<file path="config.mk">
export PLATFORM = sky130hd
export DESIGN_NAME = rv_decode_stage_flat
export DESIGN_NICKNAME = d
export VERILOG_FILES = /design/src/rtl/rv_decode_stage_if.sv /design/src/rtl/rv_decode_stage.sv /design/src/flat_wrapper.sv
export SDC_FILE = /design/constraint.sdc
export NUM_CORES = 1
export LEC_CHECK = 0
export CAP_MARGIN = 10
export CORE_ASPECT_RATIO = 1.25
export CORE_UTILIZATION = 53
export CTS_BUF_LIST = sky130_fd_sc_hd__clkbuf_8
export CTS_CLUSTER_DIAMETER = 150
export CTS_CLUSTER_SIZE = 20
export DETAILED_ROUTE_END_ITERATION = 8
export GPL_ROUTABILITY_DRIVEN = 0
export GPL_TIMING_DRIVEN = 0
export HOLD_SLACK_MARGIN = 0.08
export PLACE_DENSITY = 0.81
export SLEW_MARGIN = 20
export SYNTH_ARGS = -nofsm -noshare
export SYNTH_HDL_FRONTEND = slang
export SYNTH_SLANG_ARGS = --single-unit
</file>
<file path="constraint.sdc">
create_clock -name clk -period 3.8 [get_ports clk]
set_clock_uncertainty 0.2 [all_clocks]
set_input_delay 0.76 -clock clk [delete_from_list [all_inputs] [get_ports clk]]
set_output_delay 0.76 -clock clk [all_outputs]
set_load 0.02 [all_outputs]
</file>
<file path="src/rtl/rv_decode_stage_if.sv">
// ---------------------------------------------------------------------------
// rv_decode_stage_if
// Handshake and payload bundle between fetch, the decode stage and execute.
//   flush                      : discard everything buffered in the stage
//   in_valid/in_ready          : fetch -> decode handshake
//   in_pc, in_instr            : fetched PC and raw 32-bit instruction word
//   out_valid/out_ready        : decode -> execute handshake
//   out_*                      : registered, decoded control bundle
// Modports:
//   slave  : the decode stage itself
//   master : the environment driving it (fetch + execute side)
// Optional macro RV_DECODE_MEXT_EN adds out_is_mul (M extension).
// ---------------------------------------------------------------------------
interface rv_decode_stage_if #(
   parameter int XLEN = 32
);
   logic            flush;
   logic            in_valid;
   logic            in_ready;
   logic [XLEN-1:0] in_pc;
   logic [31:0]     in_instr;
   logic            out_valid;
   logic            out_ready;
   logic [XLEN-1:0] out_pc;
   logic [6:0]      out_opcode;
   logic [2:0]      out_funct3;
   logic [4:0]      out_rs1;
   logic [4:0]      out_rs2;
   logic [4:0]      out_rd;
   logic            out_rd_we;
   logic [XLEN-1:0] out_imm;
   logic [2:0]      out_alu_op;
   logic            out_is_cmp;
   logic            out_illegal;
`ifdef RV_DECODE_MEXT_EN
   logic            out_is_mul;
`endif

   modport slave (
      input  flush, in_valid, in_pc, in_instr, out_ready,
      output in_ready, out_valid, out_pc, out_opcode, out_funct3,
             out_rs1, out_rs2, out_rd, out_rd_we, out_imm, out_alu_op,
`ifdef RV_DECODE_MEXT_EN
             out_is_mul,
`endif
             out_is_cmp, out_illegal
   );

   modport master (
      output flush, in_valid, in_pc, in_instr, out_ready,
      input  in_ready, out_valid, out_pc, out_opcode, out_funct3,
             out_rs1, out_rs2, out_rd, out_rd_we, out_imm, out_alu_op,
`ifdef RV_DECODE_MEXT_EN
             out_is_mul,
`endif
             out_is_cmp, out_illegal
   );
endinterface

</file>
<file path="src/rtl/rv_decode_stage.sv">
// ---------------------------------------------------------------------------
// rv_decode_stage
// RV32I decode stage sitting between fetch and execute. Each accepted
// instruction is decoded combinationally and registered into a 2-entry
// skid buffer (main + skid register), so in_ready can be a flop while the
// stage still sustains one instruction per cycle under backpressure.
// Ports:
//   clk    : clock, rising edge
//   rst_n  : asynchronous active-low reset
//   bus    : rv_decode_stage_if.slave (fetch handshake in, decoded bundle out)
// Parameters:
//   XLEN    : width of PC and immediates (32 or 64)
//   SHAMT_W : shift-amount width used for shift-immediate legality
// Optional macro RV_DECODE_MEXT_EN: OP with funct7=0000001 becomes legal
// and is flagged on out_is_mul.
// ---------------------------------------------------------------------------
module rv_decode_stage #(
   parameter int XLEN    = 32,
   parameter int SHAMT_W = $clog2(XLEN)
) (
   input  logic               clk,
   input  logic               rst_n,
   rv_decode_stage_if.slave   bus
);

   localparam logic [1:0] EMPTY = 2'd0;
   localparam logic [1:0] ONE   = 2'd1;
   localparam logic [1:0] FULL  = 2'd2;

   localparam logic [6:0] OPC_LUI    = 7'b0110111;
   localparam logic [6:0] OPC_AUIPC  = 7'b0010111;
   localparam logic [6:0] OPC_JAL    = 7'b1101111;
   localparam logic [6:0] OPC_JALR   = 7'b1100111;
   localparam logic [6:0] OPC_BRANCH = 7'b1100011;
   localparam logic [6:0] OPC_LOAD   = 7'b0000011;
   localparam logic [6:0] OPC_STORE  = 7'b0100011;
   localparam logic [6:0] OPC_OPIMM  = 7'b0010011;
   localparam logic [6:0] OPC_OP     = 7'b0110011;

   localparam logic [2:0] ALU_ADD = 3'b000;
   localparam logic [2:0] ALU_SLL = 3'b001;
   localparam logic [2:0] ALU_SRA = 3'b010;
   localparam logic [2:0] ALU_SUB = 3'b011;
   localparam logic [2:0] ALU_XOR = 3'b100;
   localparam logic [2:0] ALU_SRL = 3'b101;
   localparam logic [2:0] ALU_OR  = 3'b110;
   localparam logic [2:0] ALU_AND = 3'b111;

   typedef struct packed {
      logic [XLEN-1:0] pc;
      logic [6:0]      opcode;
      logic [2:0]      funct3;
      logic [4:0]      rs1;
      logic [4:0]      rs2;
      logic [4:0]      rd;
      logic            rd_we;
      logic [XLEN-1:0] imm;
      logic [2:0]      alu_op;
      logic            is_cmp;
      logic            illegal;
`ifdef RV_DECODE_MEXT_EN
      logic            is_mul;
`endif
   } bundle_t;

   // funct3 -> ALU op for OP/OP-IMM before funct7/instr[30] refinement.
   // slt/sltu are computed by the execute stage as a subtract.
   function automatic logic [2:0] base_alu(input logic [2:0] f3);
      logic [2:0] op;
      case (f3)
         3'b000:         op = ALU_ADD;
         3'b001:         op = ALU_SLL;
         3'b010, 3'b011: op = ALU_SUB;
         3'b100:         op = ALU_XOR;
         3'b101:         op = ALU_SRL;
         3'b110:         op = ALU_OR;
         default:        op = ALU_AND;
      endcase
      return op;
   endfunction

   logic [1:0] state_reg, state_next;
   logic       in_ready_reg;
   bundle_t    main_reg, main_next;
   bundle_t    skid_reg, skid_next;
   bundle_t    dec;
   logic [31:0] instr;
   logic [31:0] imm32;
   logic [11:0] shift_hi;
   logic       accept, drain;

   assign instr = bus.in_instr;

   // ---------------------------------------------------------------- decode
   always_comb begin
      dec        = '0;
      imm32      = '0;
      shift_hi   = '0;
      dec.pc     = bus.in_pc;
      dec.opcode = instr[6:0];
      dec.funct3 = instr[14:12];
      dec.rs1    = instr[19:15];
      dec.rs2    = instr[24:20];
      dec.rd     = instr[11:7];
      dec.alu_op = ALU_ADD;
      case (instr[6:0])
         OPC_LUI, OPC_AUIPC: imm32 = {instr[31:12], 12'b0};
         OPC_JAL: imm32 = {{12{instr[31]}}, instr[19:12], instr[20], instr[30:21], 1'b0};
         OPC_JALR: begin
            imm32       = {{20{instr[31]}}, instr[31:20]};
            dec.illegal = (instr[14:12] != 3'b000);
         end
         OPC_BRANCH: begin
            imm32       = {{20{instr[31]}}, instr[7], instr[30:25], instr[11:8], 1'b0};
            dec.illegal = (instr[14:13] == 2'b01);
         end
         OPC_LOAD: begin
            imm32       = {{20{instr[31]}}, instr[31:20]};
            dec.illegal = (instr[14:12] == 3'b011) || (instr[14:13] == 2'b11);
         end
         OPC_STORE: begin
            imm32       = {{20{instr[31]}}, instr[31:25], instr[11:7]};
            dec.illegal = (instr[14:12] > 3'b010);
         end
         OPC_OPIMM: begin
            imm32      = {{20{instr[31]}}, instr[31:20]};
            dec.alu_op = base_alu(instr[14:12]);
            dec.is_cmp = (instr[14:13] == 2'b01);
            if (instr[14:12] == 3'b101 && instr[30])
               dec.alu_op = ALU_SRA;
            // Bits above the shift amount must be zero; bit 30 is the
            // arithmetic-shift selector and is allowed for srai only.
            if (instr[13:12] == 2'b01) begin
               shift_hi = instr[31:20];
               if (instr[14])
                  shift_hi[10] = 1'b0;
               dec.illegal = ((shift_hi >> SHAMT_W) != 12'd0);
            end
         end
         OPC_OP: begin
            dec.alu_op = base_alu(instr[14:12]);
            dec.is_cmp = (instr[14:13] == 2'b01);
            if (instr[31:25] == 7'b0000000) begin
               dec.illegal = 1'b0;
            end else if (instr[31:25] == 7'b0100000) begin
               if (instr[14:12] == 3'b000)
                  dec.alu_op = ALU_SUB;
               else if (instr[14:12] == 3'b101)
                  dec.alu_op = ALU_SRA;
               else
                  dec.illegal = 1'b1;
`ifdef RV_DECODE_MEXT_EN
            end else if (instr[31:25] == 7'b0000001) begin
               dec.alu_op = ALU_ADD;
               dec.is_cmp = 1'b0;
               dec.is_mul = 1'b1;
`endif
            end else begin
               dec.illegal = 1'b1;
            end
         end
         default: dec.illegal = 1'b1;
      endcase
      dec.imm        = {XLEN{imm32[31]}};
      dec.imm[31:0]  = imm32;
      dec.rd_we      = !dec.illegal && (dec.rd != 5'd0) &&
                       (instr[6:0] != OPC_BRANCH) && (instr[6:0] != OPC_STORE);
   end

   // ----------------------------------------------------------- skid buffer
   assign accept = bus.in_valid && in_ready_reg;
   assign drain  = (state_reg != EMPTY) && bus.out_ready;

   always_comb begin
      state_next = state_reg;
      main_next  = main_reg;
      skid_next  = skid_reg;
      if (bus.flush) begin
         state_next = EMPTY;
      end else begin
         case (state_reg)
            EMPTY: if (accept) begin
               state_next = ONE;
               main_next  = dec;
            end
            ONE: begin
               if (accept && !drain) begin
                  state_next = FULL;
                  skid_next  = dec;
               end else if (accept && drain) begin
                  main_next  = dec;
               end else if (drain) begin
                  state_next = EMPTY;
               end
            end
            FULL: if (drain) begin
               state_next = ONE;
               main_next  = skid_reg;
            end
            default: state_next = EMPTY;
         endcase
      end
   end

   always_ff @(posedge clk or negedge rst_n) begin
      if (!rst_n) begin
         state_reg    <= EMPTY;
         in_ready_reg <= 1'b1;
         main_reg     <= '0;
         skid_reg     <= '0;
      end else begin
         state_reg    <= state_next;
         in_ready_reg <= (state_next != FULL);
         main_reg     <= main_next;
         skid_reg     <= skid_next;
      end
   end

   assign bus.in_ready    = in_ready_reg;
   assign bus.out_valid   = (state_reg != EMPTY);
   assign bus.out_pc      = main_reg.pc;
   assign bus.out_opcode  = main_reg.opcode;
   assign bus.out_funct3  = main_reg.funct3;
   assign bus.out_rs1     = main_reg.rs1;
   assign bus.out_rs2     = main_reg.rs2;
   assign bus.out_rd      = main_reg.rd;
   assign bus.out_rd_we   = main_reg.rd_we;
   assign bus.out_imm     = main_reg.imm;
   assign bus.out_alu_op  = main_reg.alu_op;
   assign bus.out_is_cmp  = main_reg.is_cmp;
   assign bus.out_illegal = main_reg.illegal;
`ifdef RV_DECODE_MEXT_EN
   assign bus.out_is_mul  = main_reg.is_mul;
`endif

endmodule

</file>
<file path="src/flat_wrapper.sv">
// flat-port wrapper written by rule: the top's interface ports become plain ports
module rv_decode_stage_flat 
#(
   parameter int XLEN    = 32,
   parameter int SHAMT_W = $clog2(XLEN)
)
  (clk, rst_n, bus_flush, bus_in_valid, bus_in_pc, bus_in_instr, bus_out_ready, bus_in_ready, bus_out_valid, bus_out_pc, bus_out_opcode, bus_out_funct3, bus_out_rs1, bus_out_rs2, bus_out_rd, bus_out_rd_we, bus_out_imm, bus_out_alu_op, bus_out_is_cmp, bus_out_illegal);
  rv_decode_stage_if #(.XLEN(XLEN)) bus_i ();
  input  logic clk;
  input  logic rst_n;
  input wire logic [$bits(bus_i.flush)-1:0] bus_flush;
  input wire logic [$bits(bus_i.in_valid)-1:0] bus_in_valid;
  input wire logic [$bits(bus_i.in_pc)-1:0] bus_in_pc;
  input wire logic [$bits(bus_i.in_instr)-1:0] bus_in_instr;
  input wire logic [$bits(bus_i.out_ready)-1:0] bus_out_ready;
  output wire logic [$bits(bus_i.in_ready)-1:0] bus_in_ready;
  output wire logic [$bits(bus_i.out_valid)-1:0] bus_out_valid;
  output wire logic [$bits(bus_i.out_pc)-1:0] bus_out_pc;
  output wire logic [$bits(bus_i.out_opcode)-1:0] bus_out_opcode;
  output wire logic [$bits(bus_i.out_funct3)-1:0] bus_out_funct3;
  output wire logic [$bits(bus_i.out_rs1)-1:0] bus_out_rs1;
  output wire logic [$bits(bus_i.out_rs2)-1:0] bus_out_rs2;
  output wire logic [$bits(bus_i.out_rd)-1:0] bus_out_rd;
  output wire logic [$bits(bus_i.out_rd_we)-1:0] bus_out_rd_we;
  output wire logic [$bits(bus_i.out_imm)-1:0] bus_out_imm;
  output wire logic [$bits(bus_i.out_alu_op)-1:0] bus_out_alu_op;
  output wire logic [$bits(bus_i.out_is_cmp)-1:0] bus_out_is_cmp;
  output wire logic [$bits(bus_i.out_illegal)-1:0] bus_out_illegal;
  assign bus_i.flush = bus_flush;
  assign bus_i.in_valid = bus_in_valid;
  assign bus_i.in_pc = bus_in_pc;
  assign bus_i.in_instr = bus_in_instr;
  assign bus_i.out_ready = bus_out_ready;
  assign bus_in_ready = bus_i.in_ready;
  assign bus_out_valid = bus_i.out_valid;
  assign bus_out_pc = bus_i.out_pc;
  assign bus_out_opcode = bus_i.out_opcode;
  assign bus_out_funct3 = bus_i.out_funct3;
  assign bus_out_rs1 = bus_i.out_rs1;
  assign bus_out_rs2 = bus_i.out_rs2;
  assign bus_out_rd = bus_i.out_rd;
  assign bus_out_rd_we = bus_i.out_rd_we;
  assign bus_out_imm = bus_i.out_imm;
  assign bus_out_alu_op = bus_i.out_alu_op;
  assign bus_out_is_cmp = bus_i.out_is_cmp;
  assign bus_out_illegal = bus_i.out_illegal;
  rv_decode_stage #(.XLEN(XLEN), .SHAMT_W(SHAMT_W)) u_core (.clk(clk), .rst_n(rst_n), .bus(bus_i));
endmodule
</file>
==> out/results.txt, run 1 <==
status -> finished clean
pwr dens -> 480.2 mW/mm2
number of CTS-inserted buffers -> 17
ant diodes -> 0
cell family contributing the most delay on the critical path -> compound AO/OA/AOI/OAI gates
Netlist Area Pre-Place -> 0.008509 mm2
DRC Markers -> 0
Net Count, Synth -> 1059
finished layout cell area -> 0.01079 mm2
Worst Setup End Kind -> flip-flop
count of pins over their slew limit -> 0
Ports -> 166
core area -> 0.01563 mm2
vias in the first global route -> 7611
layout cells sized above 1 -> 3.463%
WL final -> 23570 um
Final ANT Viol Nets -> 0
Worst path max stage delay -> 550 ps
Clk Latency, worst-skew pair -> 470 ps
first-pass GRT wire length -> 37790 um
initial antenna violation count -> 0
Critical path buffers and inverters -> 2
Worst EP required -> 3970 ps
asr flop ratio synth -> 100.0%
synth warn -> 0
hold_buf cts -> 0
final hold vios -> 0
number of synthesized flops with an enable pin -> 0
CP Max Fanout -> 10
Max VDD drop -> 0.3290 mV
RSZ-0062 raised after global routing -> no
die width -> 115.3 um
sequential area share after synthesis -> 56.77%
Leakage -> 4.730 nW
clock tree from TritonCTS -> done
worst hold slack -> 103.7 ps
MaxCap Viol Count -> 0
Tightest Hold Check Type -> in2async
Max H-tree Level -> 4
num rows -> 51
WS Path Type -> in2reg
post-layout min period -> 3035 ps
CTS sink count -> 193
number of gates resized after cts -> 0
Total GRT Usage -> 29.92%
Final nets -> 1242
initial core utilization -> 54.43%
fmax -> 329.5 MHz
mean post-synth cell area -> 8.595 um2
Setup-failing EPs final -> 0
clock buffer depth -> 2
CP Depth -> 7
total die area -> 0.01657 mm2
via count -> 7761
max reg flops -> 95
# port buffers -> 163
largest net degree at the start of global routing -> 100
Area Overhead vs Synth -> 26.83%
length in cells of the worst reg-to-reg path -> 7
synth unique cells -> 47
Die Y-Extent -> 143.7 um
cell area after placement -> 0.01044 mm2
Worst Setup Start Kind -> input port
GRT overflow -> 0
clk slew on worst S/H paths -> 80 ps
Cells after Synth -> 990
DRT Pass-1 Iters -> 5
predominant post-synthesis flop cell -> dfrtp_1
Detailed Place HPWL -> 17230 um
post-CTS setup buffer count -> 0
slew margin rel. -> 45.51%
number of synthesized register bits -> 193
root buf cell -> clkbuf_8
Crit-path slowest cell -> a21oi_1
Slew @ Worst Pin -> 815.6 ps
Wirelength per Cell -> 16.88 um
crit path cell chain -> clkdlybuf4s50_1, clkbuf_1, or3b_2, a21oi_1, nand2_1, o2bb2ai_1, o21ai_0
Final Cycle Share -> 79.87%
critical path arrival -> 3200 ps
total power -> 5.183 mW
number of DRC markers in iteration 0 -> 686
DR vias/cell -> 5.559
-- metal layers --
layer / vias to the layer above / global-route usage, % / wire (um)
li1: 3658 / - / -
met1: 3744 / 38.00 / 9750
met2: 306 / 50.39 / 11670
met3: 53 / 4.471 / 1435
met4: 0 / 13.74 / 714
met5: - / 0 / 0
-- path summary, 6_finish.rpt --
path | slack [ps] | from | end
max | 760 | bus_in_instr[4] | u_core.bus.out_imm[13]
min in group clk | 280 | u_core.skid_reg[11] | u_core.skid_reg[11]
max in group asynchronous | 2400 | rst_n | u_core.skid_reg[29]
min reg2reg | 280 | u_core.skid_reg[11] | u_core.skid_reg[11]
max reg2reg | 1080 | u_core.bus.in_ready | u_core.bus.out_opcode[1]
min | 100 | rst_n | u_core.bus.out_pc[5]
-- worst reg2reg max path: stages, from the launching register on --
cell and delay (ps):
dfstp_2 550, nand2_1 110, nor3_1 290, o21ba_2 230, clkbuf_1 500, clkbuf_1 520, nor2_1 90, a31oi_1 150
-- synthesized netlist by cell type (2+ instances only) --
master	instances	area [um2]
nor2_1	101	379.1
a22o_1	2	17.52
a21o_1	2	15.01
clkbuf_1	64	240.2
nand3b_1	2	15.01
buf_1	6	22.52
mux2i_1	3	30.03
a22oi_1	4	30.03
a211oi_1	13	97.59
nand3_1	12	60.06
nor3b_1	2	15.01
o2bb2ai_1	8	70.07
dfrtp_1	192	4805
a211o_1	3	26.28
buf_2	2	10.01
nand2_1	359	1348
nand4b_1	5	43.79
o32ai_1	2	17.52
o22ai_1	2	12.51
or4_1	3	22.52
nand2b_1	7	43.79
o31ai_1	2	15.01
o211ai_1	4	30.03
nor2b_1	3	18.77
and2_1	13	81.33
o2111ai_1	2	17.52
o21ai_0	38	190.2
inv_1	3	11.26
or2_2	4	25.02
nor3_1	15	75.07
a31oi_1	64	400.4
a21oi_1	33	165.2
-- through the flow --
| stage | setup TNS (ps) | setup WS [ps] | cells | util [%] |
|---|---|---|---|---|
| after detailed placement | 0 | 328.1 | 1366 | 66.77 |
| after global routing | 0 | 544.8 | 1396 | 69.04 |
| after CTS | 0 | 824.1 | 1396 | 69.04 |
| final | 0 | 764.9 | 1396 | 69.04 |
| after global placement | -1190090 | -6194 | 1365 | 66.56 |
| after floorplan | 0 | 1168 | 990 | - |
-- where the power goes --
part	switching [mW]	internal, mW	total [mW]
combinational	0.694	0.574	1.27
sequential	0.222	2.45	2.67
clock	0.701	0.540	1.24
-- cells by family (layout without fill, tap and decap cells) --
kind of cell | after synthesis | in the layout | synth area share, %
AND/OR/NAND/NOR | 530 | 530 | 25.47
flip-flops | 193 | 193 | 56.77
AO/OA/AOI/OAI | 187 | 187 | 13.84
buffers and inverters | 75 | 269 | 3.338
multiplexers | 4 | 4 | 0.4852
XOR/XNOR | 1 | 1 | 0.1029
-- cell type report --
| type | instances | area, um2 |
|---|---|---|
| plain buffers | 72 | 272.8 |
| clock buffers | 19 | 261.5 |
| clock inverters | 11 | 92.59 |
| fillers | 1249 | 4841 |
| inverters | 3 | 11.26 |
| multi-input cells | 722 | 3395 |
| flip-flops and latches | 193 | 4831 |
| well taps | 212 | 265.3 |
| repair buffers | 164 | 1664 |
-- cell usage in the layout, fill, tap and decap left out, types with 2 or more instances in the layout --
cell             count
clkbuf_1            64
nand4b_1             5
nor2_1             101
o21ai_0             38
dfrtp_1            192
o32ai_1              2
o2111ai_1            2
a21o_1               2
o2bb2ai_1            8
mux2i_1              3
inv_1                5
a22oi_1              4
buf_2                2
or4_1                3
o22ai_1              2
clkbuf_8            19
and2_1              13
a22o_1               2
a211oi_1            13
buf_1                6
o31ai_1              2
clkinv_2             3
clkdlybuf4s50_1    162
nor3b_1              2
nor3_1              15
nand3b_1             2
a31oi_1             64
or2_2                4
nand2b_1             7
o211ai_1             4
nand3_1             12
nand2_1            359
a21oi_1             33
a211o_1              3
clkinvlp_4           3
nor2b_1              3
No activity file was read; power rests on OpenSTA's default activity.
==> run 2: changes to the inputs <==
--- a/config.mk
+++ b/config.mk
@@ -7,7 +7,7 @@
 export LEC_CHECK = 0
 export CAP_MARGIN = 10
 export CORE_ASPECT_RATIO = 1.25
-export CORE_UTILIZATION = 53
+export CORE_UTILIZATION = 49
 export CTS_BUF_LIST = sky130_fd_sc_hd__clkbuf_8
 export CTS_CLUSTER_DIAMETER = 150
 export CTS_CLUSTER_SIZE = 20
@@ -15,7 +15,7 @@
 export GPL_ROUTABILITY_DRIVEN = 0
 export GPL_TIMING_DRIVEN = 0
 export HOLD_SLACK_MARGIN = 0.08
-export PLACE_DENSITY = 0.81
+export PLACE_DENSITY = 0.79
 export SLEW_MARGIN = 20
 export SYNTH_ARGS = -nofsm -noshare
 export SYNTH_HDL_FRONTEND = slang
==> constraint.sdc (replaced) <==
create_clock -name clk -period 2.5 [get_ports clk]
set_clock_uncertainty 0.2 [all_clocks]
set_input_delay 0.5 -clock clk [delete_from_list [all_inputs] [get_ports clk]]
set_output_delay 0.5 -clock clk [all_outputs]
set_load 0.02 [all_outputs]
==> run 2 against run 1 <==
Clock power rose by 74%. Sequential share of layout area shrank 0.78 points. Worst hold slack better by 130 ps. Global-route usage down 1.7 points. Sequential cell count is the same. Critical endpoint is now u_core.bus.out_illegal. Largest cell class unchanged.
==> out/results.txt, run 2 (synthesis gave the netlist of run 1 again) <==
initial antenna violation count -> 0 (unchanged)
pwr dens -> 744.1 mW/mm2 (+55%)
Final nets -> 1243 (+0.081%)
initial core utilization -> 50.32% (-4.1 points)
Logic pwr share -> 23.8% (-0.7 points)
R2R Setup Slk -> 170 ps (-910 ps)
sequential power share -> 49.7% (-1.9 points)
clock tree from TritonCTS -> done
root buf cell -> clkbuf_8
# port buffers -> 163 (unchanged)
DRC Markers -> 0 (unchanged)
Die Y-Extent -> 149.3 um (+3.9%)
post-layout min period -> 2476 ps
Wirelength per Cell -> 17.11 um (+1.3%)
Leakage -> 4.888 nW (+3.3%)
multi-input logic area -> 0.003432 mm2 (+1.1%)
Max VDD drop -> 0.3819 mV (+16%)
DR vias/cell -> 5.502 (-1.0%)
most frequent cells in the layout -> 359 x nand2_1, 192 x dfrtp_1, 161 x clkdlybuf4s50_1, 100 x nor2_1, 64 x a31oi_1
Psw -> 2.558 mW (+58%)
GRT overflow -> 0 (unchanged)
RSZ-0062 raised after global routing -> yes
CP Max Fanout -> 4 (-6)
Ports -> 166 (unchanged)
Worst Setup End Kind -> flip-flop
Power Internal -> 5.616 mW (+58%)
ant diodes -> 0 (unchanged)
Worst path max stage delay -> 580 ps (+30 ps)
WS Path Type -> in2reg
CP endpoint -> u_core.bus.out_illegal
core area -> 0.01691 mm2 (+8.2%)
Worst EP required -> 2670 ps (-1300 ps)
via count -> 7741 (-0.26%)
Setup-failing EPs final -> 0 (unchanged)
total die area -> 0.01790 mm2 (+8.0%)
slew margin rel. -> 56.31% (+11 points)
most common cell after layout, fill and taps aside -> nand2_1
clock buffer depth -> 2 (unchanged)
Final Cycle Share -> 99.05%
non-filler cells, final -> 1407 (+0.79%)
CTS sink count -> 193 (unchanged)
count of pins over their slew limit -> 0 (unchanged)
critical path arrival -> 2640 ps (-560 ps)
Switching Fraction -> 31.29% (+0.076 points)
Tightest Hold Check Type -> in2reg
crit path cell chain -> clkdlybuf4s50_1, or4_4, o311a_1, or4_1, a22o_1
# placed instances -> 1375 (+0.66%)
Clk Latency, worst-skew pair -> 470 ps (about the same)
MaxCap Viol Count -> 0 (unchanged)
Final ANT Viol Nets -> 0 (unchanged)
num rows -> 53 (+3.9%)
number of CTS-inserted buffers -> 17 (unchanged)
clk slew on worst S/H paths -> 100 ps (+20 ps)
Worst Setup Start Kind -> input port
WL final -> 24070 um (+2.1%)
max reg flops -> 95 (unchanged)
Crit-path slowest cell -> or4_4
DRT Pass-1 Iters -> 5 (unchanged)
Detailed Place HPWL -> 17620 um (+2.3%)
fmax -> 403.8 MHz
register area -> 0.004831 mm2 (unchanged)
largest net degree at the start of global routing -> 79 (-21%)
die width -> 119.9 um (+3.9%)
Slew @ Worst Pin -> 655.3 ps (-160.3 ps)
vias in the first global route -> 7655 (+0.58%)
layout cells sized above 1 -> 6.992% (+3.5 points)
status -> finished clean
first-pass GRT wire length -> 39120 um (+3.5%)
number of DRC markers in iteration 0 -> 747 (+8.9%)
Max H-tree Level -> 4 (unchanged)
Setup TNS Final -> 0 ps (unchanged)
final hold vios -> 0 (unchanged)
RR Startpoint -> u_core.state_reg[0]
length in cells of the worst reg-to-reg path -> 6 (-1)
fillcell total -> 1404 (+12%)
Total GRT Usage -> 28.24% (-1.7 points)
crit path from -> bus_in_instr[25]
Clk pwr share -> 26.4% (+2.4 points)
Area Overhead vs Synth -> 29.10%
Critical R2R Capture -> u_core.bus.out_imm[29]
[run 2: cell types whose count changed in the layout (fill, tap and decap cells not counted), sizes merged]
cell	before	now
bufinv	1	3
clkdlybuf4s50	162	161
buf	10	7
clkinvlp	3	2
inv	6	9
dlygate4sd2	0	1
dlygate4sd3	0	1
clkbuf	83	84
[run 2: metrics by stage]
stage          utilization (%)  hold WS (ps)  cell area [um2]  power (mW)  worst slack (ps)
6_report                 64.96         234.5            10990       8.174             23.81
5_1_grt                  64.96         256.6            10990       8.608            -12.69
4_1_cts                  64.68         209.3            10940       8.206             22.66
3_5_place_dp             61.95         253.1            10480       6.063            -672.2
3_3_place_gp             61.60         248.2            10420       5.978             -7228
2_1_floorplan                -         4.409             8509       5.068             127.7
[run 2: power by group through the flow]
stage | clock network, mW | registers, mW | logic [mW]
2_1_floorplan | 0 | 4.36 | 0.703
3_3_place_gp | 0 | 4.10 | 1.87
3_5_place_dp | 0 | 4.12 | 1.94
4_1_cts | 2.19 | 4.06 | 1.95
5_1_grt | 2.34 | 4.14 | 2.13
6_report | 2.16 | 4.07 | 1.95
[run 2: cell type report]
type                       count  area share, %
tap                          220          2.506
multi-input combinational    722          31.24
sequential                   193          43.98
clock buffer                  17          2.130
buffer                        71          2.870
clock inverter                15          1.697
timing repair buffer         166          15.48
inverter                       3         0.1025
[run 2: timing repair]
action                     CTS  global route
hold buffers                 1             0
setup endpoints to repair  138           155
setup buffers                0             0
hold endpoints to repair    58             0
resized for setup           12            57
[run 2: worst min-delay path by stage]
stage	cells past startpoint	start	endpoint
6_report	3	bus_in_instr[12]	u_core.skid_reg[53]
3_3_place_gp	2	u_core.skid_reg[15]	u_core.skid_reg[15]
4_1_cts	3	bus_in_instr[12]	u_core.skid_reg[53]
5_1_grt	3	bus_in_instr[12]	u_core.skid_reg[53]
2_1_floorplan	0	rst_n	u_core.bus.out_alu_op[0]
3_5_place_dp	1	rst_n	u_core.bus.out_pc[8]
[run 2: worst max-delay path: cells and delay by family]
kind                   cells  cell delay, ps
AOI/OAI and AO/OA          2             580
buffers and inverters      1             480
and+or+nand+nor            2            1090
[run 2: routing by layer]
metal / up-vias / track usage, % / part of all wire [%]
met1: 3737 / 36.16 / 41
li1: 3665 / - / -
met5: - / 0 / 0
met4: 0 / 9.813 / 2.7
met3: 42 / 5.466 / 6.2
met2: 297 / 47.89 / 50
==> run 3: changes to the inputs <==
--- a/config.mk
+++ b/config.mk
@@ -16,6 +16,7 @@
 export GPL_TIMING_DRIVEN = 0
 export HOLD_SLACK_MARGIN = 0.08
 export PLACE_DENSITY = 0.79
+export SETUP_SLACK_MARGIN = 0.05
 export SLEW_MARGIN = 20
 export SYNTH_ARGS = -nofsm -noshare
 export SYNTH_HDL_FRONTEND = slang
==> run 3 against run 2 <==
Power barely moved. Final cell count unchanged. Maximum frequency grew 2.6%. Count of clock-buffer cells in the layout stayed put. Worst hold slack worse by 88 ps. Cell area up 0.35%. First-iteration DRC count shrank 1.3%. Setup slack gained 62 ps. Die area is the same. Clock power is essentially flat.
==> out/results.txt, run 3 (synthesis gave the netlist of run 1 again) <==
cell family contributing the most delay on the critical path -> simple AND/OR/NAND/NOR gates
worst hold slack -> 146.5 ps (-87.99 ps)
DR vias/cell -> 5.491 (-0.19%)
hold endpoint -> u_core.skid_reg[11]
Clk pwr share -> 26.3% (about the same)
clk slew on worst S/H paths -> 90 ps (about the same)
Setup TNS Final -> 0 ps (unchanged)
Max VDD drop -> 0.3892 mV (+1.9%)
post-CTS setup buffer count -> 0 (unchanged)
clock tree from TritonCTS -> done
Worst Setup End Kind -> flip-flop
Switching Fraction -> 31.22% (-0.070 points)
MaxCap Viol Count -> 0 (unchanged)
non-filler cells, final -> 1407 (unchanged)
dpl ws -> -672.2 ps (unchanged)
finished layout cell area -> 0.01102 mm2 (+0.35%)
fmax -> 414.3 MHz (+2.6%)
Die Y-Extent -> 149.3 um (unchanged)
die width -> 119.9 um (unchanged)
Critical path buffers and inverters -> 1 (unchanged)
CP Max Fanout -> 7 (+3)
Tightest Hold Check Type -> in2reg
Final ANT Viol Nets -> 0 (unchanged)
critical path arrival -> 2570 ps (-70 ps)
count of pins over their slew limit -> 0 (unchanged)
ant diodes -> 0 (unchanged)
WS Path Type -> in2reg
PnR worst setup slack -> 86.01 ps (+62.21 ps)
# placed instances -> 1375 (unchanged)
post-layout min period -> 2414 ps (-62.21 ps)
RSZ-0062 raised after global routing -> no
first-pass GRT wire length -> 39070 um (-0.13%)
Ports -> 166 (unchanged)
clock buffer depth -> 2 (unchanged)
sequential power share -> 49.8% (about the same)
via count -> 7726 (-0.19%)
status -> finished clean
Clk Latency, worst-skew pair -> 470 ps (about the same)
Hold Crit Depth -> 3 (unchanged)
Leakage -> 4.941 nW (+1.1%)
length in cells of the worst reg-to-reg path -> 5 (-1)
CTS sink count -> 193 (unchanged)
final core utilization -> 65.19% (+0.23 points)
Worst Setup Start Kind -> input port
Worst path max stage delay -> 680 ps (+100 ps)
initial core utilization -> 50.32% (unchanged)
DRT Pass-1 Iters -> 6 (+1)
max reg flops -> 95 (unchanged)
WL final -> 24060 um (about the same)
initial antenna violation count -> 0 (unchanged)
Critical R2R Capture -> u_core.bus.out_imm[19]
Detailed Place HPWL -> 17620 um (unchanged)
Wirelength per Cell -> 17.10 um (about the same)
core area -> 0.01691 mm2 (unchanged)
Total GRT Usage -> 28.21% (-0.033 points)
total power -> 8.169 mW (about the same)
total die area -> 0.01790 mm2 (unchanged)
final hold vios -> 0 (unchanged)
Logic pwr share -> 23.9% (about the same)
Setup-failing EPs final -> 0 (unchanged)
vias in the first global route -> 7645 (-0.13%)
largest net degree at the start of global routing -> 79 (unchanged)
# port buffers -> 163 (unchanged)
GRT overflow -> 0 (unchanged)
Slew @ Worst Pin -> 646.7 ps (-8.612 ps)
pwr dens -> 741.0 mW/mm2 (-0.41%)
RR Startpoint -> u_core.state_reg[0]
Worst EP required -> 2660 ps (about the same)
Final Cycle Share -> 96.56% (-2.5 points)
layout cells sized above 1 -> 7.835% (+0.84 points)
slew margin rel. -> 56.89% (+0.57 points)
crit path cell chain -> clkdlybuf4s50_1, nand4bb_1, nor3b_2, o311a_1, nor3_2, a22o_1
Power Internal -> 5.619 mW (about the same)
R2R Setup Slk -> 210 ps (+40 ps)
most frequent cells in the layout -> 359 x nand2_1, 192 x dfrtp_1, 158 x clkdlybuf4s50_1, 100 x nor2_1, 64 x a31oi_1
Psw -> 2.550 mW (-0.28%)
most common cell after layout, fill and taps aside -> nand2_1
Final nets -> 1243 (unchanged)
number of CTS-inserted buffers -> 17 (unchanged)
Max H-tree Level -> 4 (unchanged)
fillcell total -> 1401 (-0.21%)
Worst Min Path Start -> bus_in_instr[26]
cell area after placement -> 0.01048 mm2 (unchanged)
Crit-path slowest cell -> clkdlybuf4s50_1
DRC Markers -> 0 (unchanged)
Area Overhead vs Synth -> 29.55%
number of DRC markers in iteration 0 -> 737 (-1.3%)
root buf cell -> clkbuf_8
num rows -> 53 (unchanged)
run 3: final cells by class:
type	instances	area [um2]	area share, %
multi-input cells	722	3452	31.31
well taps	220	275.3	2.497
clock inverters	15	186.4	1.691
plain buffers	71	326.6	2.962
repair buffers	166	1708	15.49
flip-flops and latches	193	4831	43.82
clock buffers	17	234.0	2.122
inverters	3	11.26	0.1021
run 3: repair_timing:
action,4_1_cts,5_1_grt
gates resized for setup,18,69
hold buffers,1,0
endpoints found under the hold margin,58,0
endpoints found under the setup margin,155,159
run 3: worst max path at each step:
| stage | slack (ps) | cells past startpoint | endpoint | from |
|---|---|---|---|---|
| 6_report | 90 | 6 | u_core.skid_reg[37] | bus_in_instr[1] |
| 5_1_grt | 60 | 7 | u_core.bus.out_imm[3] | bus_in_instr[2] |
| 3_3_place_gp | -7230 | 1 | u_core.bus.out_imm[27] | rst_n |
| 3_5_place_dp | -670 | 7 | u_core.bus.out_imm[16] | bus_in_instr[4] |
| 2_1_floorplan | 130 | 4 | u_core.bus.out_illegal | bus_in_instr[25] |
| 4_1_cts | 30 | 7 | u_core.bus.out_imm[13] | bus_in_instr[3] |
run 3: power groups by stage:
| stage | clock, mW | combinational [mW] | sequential [mW] |
|---|---|---|---|
| 2_1_floorplan | 0 | 0.703 | 4.36 |
| 3_3_place_gp | 0 | 1.87 | 4.10 |
| 4_1_cts | 2.19 | 1.95 | 4.06 |
| 5_1_grt | 2.34 | 2.13 | 4.14 |
| 3_5_place_dp | 0 | 1.94 | 4.12 |
| 6_report | 2.15 | 1.95 | 4.07 |
run 3: tightest hold or removal path, cell delays in order:
cell,delay [ps]
dlymetal6s2s_1,160
nand3_1,80
nand2_1,40
run 3: per-layer routing:
metal | vias up | GRT usage (%) | routed length [um]
met1 | 3709 | 36.26 | 9936
met2 | 299 | 47.83 | 11930
met5 | - | 0 | 0
li1 | 3670 | - | -
met4 | 0 | 9.625 | 649
met3 | 48 | 5.352 | 1539
